## config.mk

```make
export PLATFORM = sky130hd
export DESIGN_NAME = glyph_sprite_rom
export DESIGN_NICKNAME = d
export VERILOG_FILES = /design/src/rtl/glyph_sprite_rom.sv
export SDC_FILE = /design/constraint.sdc
export NUM_CORES = 1
export LEC_CHECK = 0
export CAP_MARGIN = 30
export CORE_ASPECT_RATIO = 2
export CORE_MARGIN = 3
export CORE_UTILIZATION = 45
export DETAILED_ROUTE_END_ITERATION = 8
export HOLD_SLACK_MARGIN = 0.06
export PLACE_DENSITY = 0.71
export SYNTH_ARGS = -nofsm -noshare
export SYNTH_HDL_FRONTEND = slang
export SYNTH_SLANG_ARGS = --single-unit
```

## constraint.sdc

```tcl
create_clock -name clk -period 4.9 [get_ports clk]
set_clock_uncertainty 0.1 [all_clocks]
set_input_delay 0.735 -clock clk [delete_from_list [all_inputs] [get_ports clk]]
set_output_delay 0.735 -clock clk [all_outputs]
set_load 0.1 [all_outputs]
```

## src/rtl/glyph_sprite_rom.sv

```systemverilog
`default_nettype none
// ============================================================================
// Module   : glyph_sprite_rom
// Brief    : Digit glyph ROM (1 bpp) rendered as a scaled sprite with a fixed
//            2-cycle pixel pipeline; optional blinking under SPRITE_BLINK_EN.
// Revision : 1.0 - initial release
// ============================================================================
module glyph_sprite_rom #(
    parameter int                 GLYPH_W      = 8,
    parameter int                 GLYPH_H      = 16,
    parameter int                 NUM_GLYPHS   = 10,
    parameter int                 COLOR_W      = 6,
    parameter int                 X_W          = 10,
    parameter int                 Y_W          = 10,
    parameter logic [COLOR_W-1:0] FG_COLOR     = 6'b000000,
    parameter logic [COLOR_W-1:0] BG_COLOR     = 6'b111111,
    parameter int                 BLINK_FRAMES = 30
) (
    input  logic                          clk,
    input  logic                          reset_n,
    input  logic                          frame_start,
    input  logic                          cfg_wr,
    input  logic [$clog2(NUM_GLYPHS)-1:0] cfg_glyph,
    input  logic [X_W-1:0]                cfg_org_x,
    input  logic [Y_W-1:0]                cfg_org_y,
    input  logic [1:0]                    cfg_scale,
    input  logic                          blink_on,
    input  logic [X_W-1:0]                pix_x,
    input  logic [Y_W-1:0]                pix_y,
    input  logic                          pix_valid,
    output logic [COLOR_W-1:0]            pix_color,
    output logic                          pix_hit,
    output logic                          pix_out_valid
);

    localparam int c_GI_W  = $clog2(NUM_GLYPHS);
    localparam int c_COL_W = $clog2(GLYPH_W);
    localparam int c_ROW_W = $clog2(GLYPH_H);

    // Digits are drawn from seven-segment style strokes {a,b,c,d,e,f,g}:
    // a row 1, f/b rows 2-7, g row 7, e/c rows 8-13, d row 14; col 0 stays clear.
    function automatic logic [7:0] glyph_row(input logic [c_GI_W-1:0] g,
                                             input logic [c_ROW_W-1:0] r);
        logic [6:0]  seg;
        int unsigned ri;
        logic [7:0]  bits;
        case (32'(g))
            0:       seg = 7'b1111110;
            1:       seg = 7'b0110000;
            2:       seg = 7'b1101101;
            3:       seg = 7'b1111001;
            4:       seg = 7'b0110011;
            5:       seg = 7'b1011011;
            6:       seg = 7'b1011111;
            7:       seg = 7'b1110000;
            8:       seg = 7'b1111111;
            9:       seg = 7'b1111011;
            default: seg = 7'b0000000;
        endcase
        ri   = 32'(r);
        bits = 8'h00;
        if (ri == 1 && seg[6])
            bits = 8'h1C;
        if (ri >= 2 && ri <= 7)
            bits = (seg[1] ? 8'h02 : 8'h00) | (seg[5] ? 8'h20 : 8'h00);
        if (ri == 7 && seg[0])
            bits = bits | 8'h1C;
        if (ri >= 8 && ri <= 13)
            bits = (seg[2] ? 8'h02 : 8'h00) | (seg[4] ? 8'h20 : 8'h00);
        if (ri == 14 && seg[3])
            bits = 8'h1C;
        return bits;
    endfunction

    logic [c_GI_W-1:0]  r_sh_glyph,  r_act_glyph;
    logic [X_W-1:0]     r_sh_org_x,  r_act_org_x;
    logic [Y_W-1:0]     r_sh_org_y,  r_act_org_y;
    logic [1:0]         r_sh_scale,  r_act_scale;
    logic               w_cfg_ok;
    logic               w_visible;

    assign w_cfg_ok = cfg_wr && (32'(cfg_glyph) < NUM_GLYPHS);

    // A write coinciding with frame_start bypasses the shadow straight to active.
    always_ff @(posedge clk) begin
        if (!reset_n) begin
            r_sh_glyph  <= '0;
            r_sh_org_x  <= '0;
            r_sh_org_y  <= '0;
            r_sh_scale  <= '0;
            r_act_glyph <= '0;
            r_act_org_x <= '0;
            r_act_org_y <= '0;
            r_act_scale <= '0;
        end else begin
            if (w_cfg_ok) begin
                r_sh_glyph <= cfg_glyph;
                r_sh_org_x <= cfg_org_x;
                r_sh_org_y <= cfg_org_y;
                r_sh_scale <= cfg_scale;
            end
            if (frame_start) begin
                r_act_glyph <= w_cfg_ok ? cfg_glyph : r_sh_glyph;
                r_act_org_x <= w_cfg_ok ? cfg_org_x : r_sh_org_x;
                r_act_org_y <= w_cfg_ok ? cfg_org_y : r_sh_org_y;
                r_act_scale <= w_cfg_ok ? cfg_scale : r_sh_scale;
            end
        end
    end

`ifdef SPRITE_BLINK_EN
    localparam int c_BLK_W = (BLINK_FRAMES > 1) ? $clog2(BLINK_FRAMES) : 1;

    logic [c_BLK_W-1:0] r_blk_cnt;
    logic               r_visible;

    always_ff @(posedge clk) begin
        if (!reset_n || !blink_on) begin
            r_blk_cnt <= '0;
            r_visible <= 1'b1;
        end else if (frame_start) begin
            if (r_blk_cnt == c_BLK_W'(BLINK_FRAMES - 1)) begin
                r_blk_cnt <= '0;
                r_visible <= ~r_visible;
            end else begin
                r_blk_cnt <= r_blk_cnt + 1'b1;
            end
        end
    end

    assign w_visible = r_visible;
`else
    logic w_unused_blink;
    assign w_unused_blink = blink_on;
    assign w_visible      = 1'b1;
`endif

    // Stage 1: signed offsets keep pixels left/above the origin from wrapping.
    logic [X_W:0]       w_dx, w_wlim;
    logic [Y_W:0]       w_dy, w_hlim;
    logic               w_inside;
    logic [c_COL_W-1:0] w_col;
    logic [c_ROW_W-1:0] w_row;

    assign w_dx     = {1'b0, pix_x} - {1'b0, r_act_org_x};
    assign w_dy     = {1'b0, pix_y} - {1'b0, r_act_org_y};
    assign w_wlim   = (X_W+1)'(GLYPH_W) << r_act_scale;
    assign w_hlim   = (Y_W+1)'(GLYPH_H) << r_act_scale;
    assign w_inside = pix_valid && !w_dx[X_W] && (w_dx < w_wlim)
                                && !w_dy[Y_W] && (w_dy < w_hlim);
    assign w_col    = c_COL_W'(w_dx >> r_act_scale);
    assign w_row    = c_ROW_W'(w_dy >> r_act_scale);

    logic               r_s1_valid, r_s1_inside, r_s1_vis;
    logic [c_COL_W-1:0] r_s1_col;
    logic [c_ROW_W-1:0] r_s1_row;
    logic [c_GI_W-1:0]  r_s1_glyph;

    always_ff @(posedge clk) begin
        if (!reset_n) begin
            r_s1_valid  <= 1'b0;
            r_s1_inside <= 1'b0;
            r_s1_vis    <= 1'b1;
            r_s1_col    <= '0;
            r_s1_row    <= '0;
            r_s1_glyph  <= '0;
        end else begin
            r_s1_valid  <= pix_valid;
            r_s1_inside <= w_inside;
            r_s1_vis    <= w_visible;
            r_s1_col    <= w_col;
            r_s1_row    <= w_row;
            r_s1_glyph  <= r_act_glyph;
        end
    end

    // Stage 2: ROM lookup and colour select.
    logic [7:0]         w_rowbits;
    logic               w_hit;
    logic               r_hit, r_ovalid;
    logic [COLOR_W-1:0] r_color;

    assign w_rowbits = glyph_row(r_s1_glyph, r_s1_row);
    assign w_hit     = r_s1_inside && w_rowbits[r_s1_col] && r_s1_vis;

    always_ff @(posedge clk) begin
        if (!reset_n) begin
            r_hit    <= 1'b0;
            r_ovalid <= 1'b0;
            r_color  <= BG_COLOR;
        end else begin
            r_hit    <= w_hit;
            r_ovalid <= r_s1_valid;
            r_color  <= w_hit ? FG_COLOR : BG_COLOR;
        end
    end

    assign pix_hit       = r_hit;
    assign pix_out_valid = r_ovalid;
    assign pix_color     = r_color;

endmodule
`default_nettype wire

```

==> results.cfg <==
[run_status]
status = completed

[setup_path]
r2r-start = r_act_org_y[0]
cp_max_fo = 3
slowest_delay_ns = 0.51
start_kind = input pin
cp-end-kind = flip-flop
regToRegSetupSlack_ns = 1.41
crit_buf_inv = 3
path_delay_family = simple AND/OR/NAND/NOR gates
critPathRequiredTime_ns = 5.04
path_cells = clkdlybuf4s50_1 > inv_1 > ha_1 > inv_1 > fa_1 > a211oi_1 > o21bai_1 > a21oi_1 > xnor2_1 > ha_1 > o21ai_0 > a21oi_1 > or4_1 > nor4_1 > nand4_1 > nor4_2
crit_arrival_ns = 4.17
r2r_end = r_s1_inside
cp_slowest_cell = or4_1
r2r_cells = 14
worstSetupPathType = input pin to flip-flop

[global_routing]
grt.overflow.total = 0
grt_pass1_wl_um = 13900
grt_max_degree = 52
grt_usage_pct = 17.8
grt_pass1_vias = 3224
antenna_found_initial = 0

[hold_path]
min_from = r_s1_valid
hp-class = flip-flop to flip-flop
min_to = pix_out_valid
timing.hold.worst_path_depth = 1

[pwr]
internal_power_w = 0.00119
clkPwrFrac_pct = 39.3
pwr-share-comb_pct = 21.2
power_density_nw_per_um2 = 340
seq_power_share_pct = 39.4
peakVddDrop_mv = 0.228
power_leakage_nw = 2.04
p_sw_w = 0.000443
swShare_pct = 27.1

[sta]
finalSetupViolCount = 0
fin_crit_sh_pct = 82.1
tns_ns = 0
hold_viol_final = 0
period_minus_slack_ns = 4.02
slew_viol_final = 0
fmaxAchievable_mhz = 249
grt_setup_unrepaired = no
worstMarginPinSlew_ns = 0.969
slew_headroom_pct = 35.2

[detailed_routing]
dr.pass1.iters = 4
drc = 0
wirelength_um = 8250
drt_iter0_drc = 143
vias_per_cell = 5.47
final_antenna_net_count = 0
num_vias = 3277
wire_per_inst_um = 13.8

[layout]
seq_area_um2 = 1420
insertedDiodeCount = 0
nets = 584
fin_util_pct = 57.6
multi_input_area_um2 = 2240
syn_to_final_growth_pct = 22.9
drive_above_1_share_pct = 4.99
nFillCells = 764
layout_commonest_cell = nor2_1
final_cell_mix = nor2_1 (79), dfxtp_1 (71), clkdlybuf4s50_1 (58)

[clock_network]
htree_levels = 3
cts.clk_slew.worst_paths_ns = 0.06
cts_buffers = 9
cts.sinks = 71
insertion_delay_ns = 0.33
cts_setup_buffers = 0
clock_path_buffers = 2
cts-resized-gates = 0
cts_hold_buf = 0
cts_tree = built
cts-root-buf = clkbuf_16

[logic_synthesis]
synthCells = 452
synthAdderAreaFrac_pct = 11.9
synth_seq_area_share_pct = 36.3
synth-seq-cells = 71
yosys.area_share.simple_pct = 16.2
synth_area_per_cell_um2 = 8.65
synth_cell_types = 58
synthArstFlopShare_pct = 0
synth_area_um2 = 3910
synth_compound_area_share_pct = 19.8
synthMuxAreaShare_pct = 7.45
ys.flop_type = dfxtp_1
synth_warnings = 0
synth_top_family_by_area = compound AO/OA/AOI/OAI gates
synth_edf_count = 0
synth-xor-area-share_pct = 1.79
synth_fp_nets = 540

[floorplanning]
boundaryPins = 60
dieArea_um2 = 9910
core_area_um2 = 8350
die_h_um = 138
start_util_pct = 46.8
fp-row-count = 47
die_w_um = 71.9

[placement]
dp.final_hpwl_um = 6380
gp_congestion = 0.804
io_buffers = 58

[job]
maxCapViolations = 0
## area by class of cell
| cell class | instances | share of cell area [%] |
|---|---|---|
| multi-input combinational | 320 | 46.5 |
| sequential | 71 | 29.6 |
| timing repair buffer | 61 | 12.5 |
| clock buffer | 11 | 5.05 |
| inverter | 33 | 2.58 |
| tap | 98 | 2.55 |
| clock inverter | 5 | 1.20 |
## metal layers
metal / up-vias / share of wire [%] / global-route usage, %
li1: 1688 / - / -
met1: 1521 / 39 / 17.6
met2: 54 / 56 / 34.2
met3: 14 / 3.0 / 3.73
met4: 0 / 2.1 / 8.26
met5: - / 0 / 0
## through the flow
| step | setup WS (ns) | cells | power [W] | cell area, um^2 | hold WS (ns) |
|---|---|---|---|---|---|
| final | 0.876 | 599 | 0.00163 | 4810 | 0.339 |
| after global routing | 0.499 | 599 | 0.00172 | 4810 | 0.374 |
| after CTS | 0.846 | 599 | 0.00165 | 4810 | 0.348 |
| after detailed placement | 0.485 | 583 | 0.00100 | 4510 | 0.333 |
| after global placement | 0.593 | 583 | 0.000991 | 4510 | 0.313 |
| after floorplan | 1.20 | 452 | 0.000900 | 3910 | 0.285 |
## registers in the layout, summed over array words and instances, names as in the netlist, named ones only
register and cells:
r_sh_scale 2, r_sh_org_y 10, r_act_org_x 10, r_s1_row 4, pix_out_valid 1, r_act_glyph 4
r_s1_col 3, r_s1_inside 1, r_act_org_y 10, pix_color 1, r_act_scale 2, r_sh_glyph 4
pix_hit 1, r_sh_org_x 10, r_s1_valid 1
## Yosys cell counts (3+ instances only)
master	n	area [um^2]
a21o_1	4	30.0
and2_1	5	31.3
o211ai_1	5	37.5
mux2i_1	28	280
nand2_1	11	41.3
and3_1	3	18.8
buf_4	6	45.0
ha_1	34	425
xnor2_1	6	52.6
nor2_1	79	297
nor3_1	7	35.0
a21oi_1	27	135
inv_1	33	124
a211oi_1	31	233
dfxtp_1	71	1420
nor2b_1	3	18.8
clkbuf_1	18	67.6
nand3_1	3	15.0
o21a_1	6	45.0
and3b_1	3	26.3
nor3b_1	3	22.5
o21ai_0	17	85.1
## power by group through the flow
stage	Sequential, W	Clock, W	Combinational (W)
floorplan	0.000645	0	0.000255
global placement	0.000655	0	0.000336
detailed placement	0.000656	0	0.000346
CTS	0.000644	0.000658	0.000350
global route	0.000649	0.000679	0.000396
finish	0.000644	0.000642	0.000347
## worst max-delay path by stage
stage | to | startpoint | cells after the start
3_3_place_gp | r_s1_inside | pix_y[0] | 16
2_1_floorplan | r_s1_inside | pix_y[0] | 15
5_1_grt | r_s1_inside | pix_y[0] | 16
6_report | r_s1_inside | pix_y[0] | 16
4_1_cts | r_s1_inside | pix_y[0] | 16
3_5_place_dp | r_s1_inside | pix_y[0] | 16
## cell families (layout without fill, tap and decap cells)
kind of cell	after synthesis	count (layout)
xor+xnor	8	8
flops	71	71
simple gates	133	133
mux	29	29
fa+ha+maj	36	36
compound gates	114	114
buf+inv	61	110
Note: power is estimated with default switching activity, not from simulation.
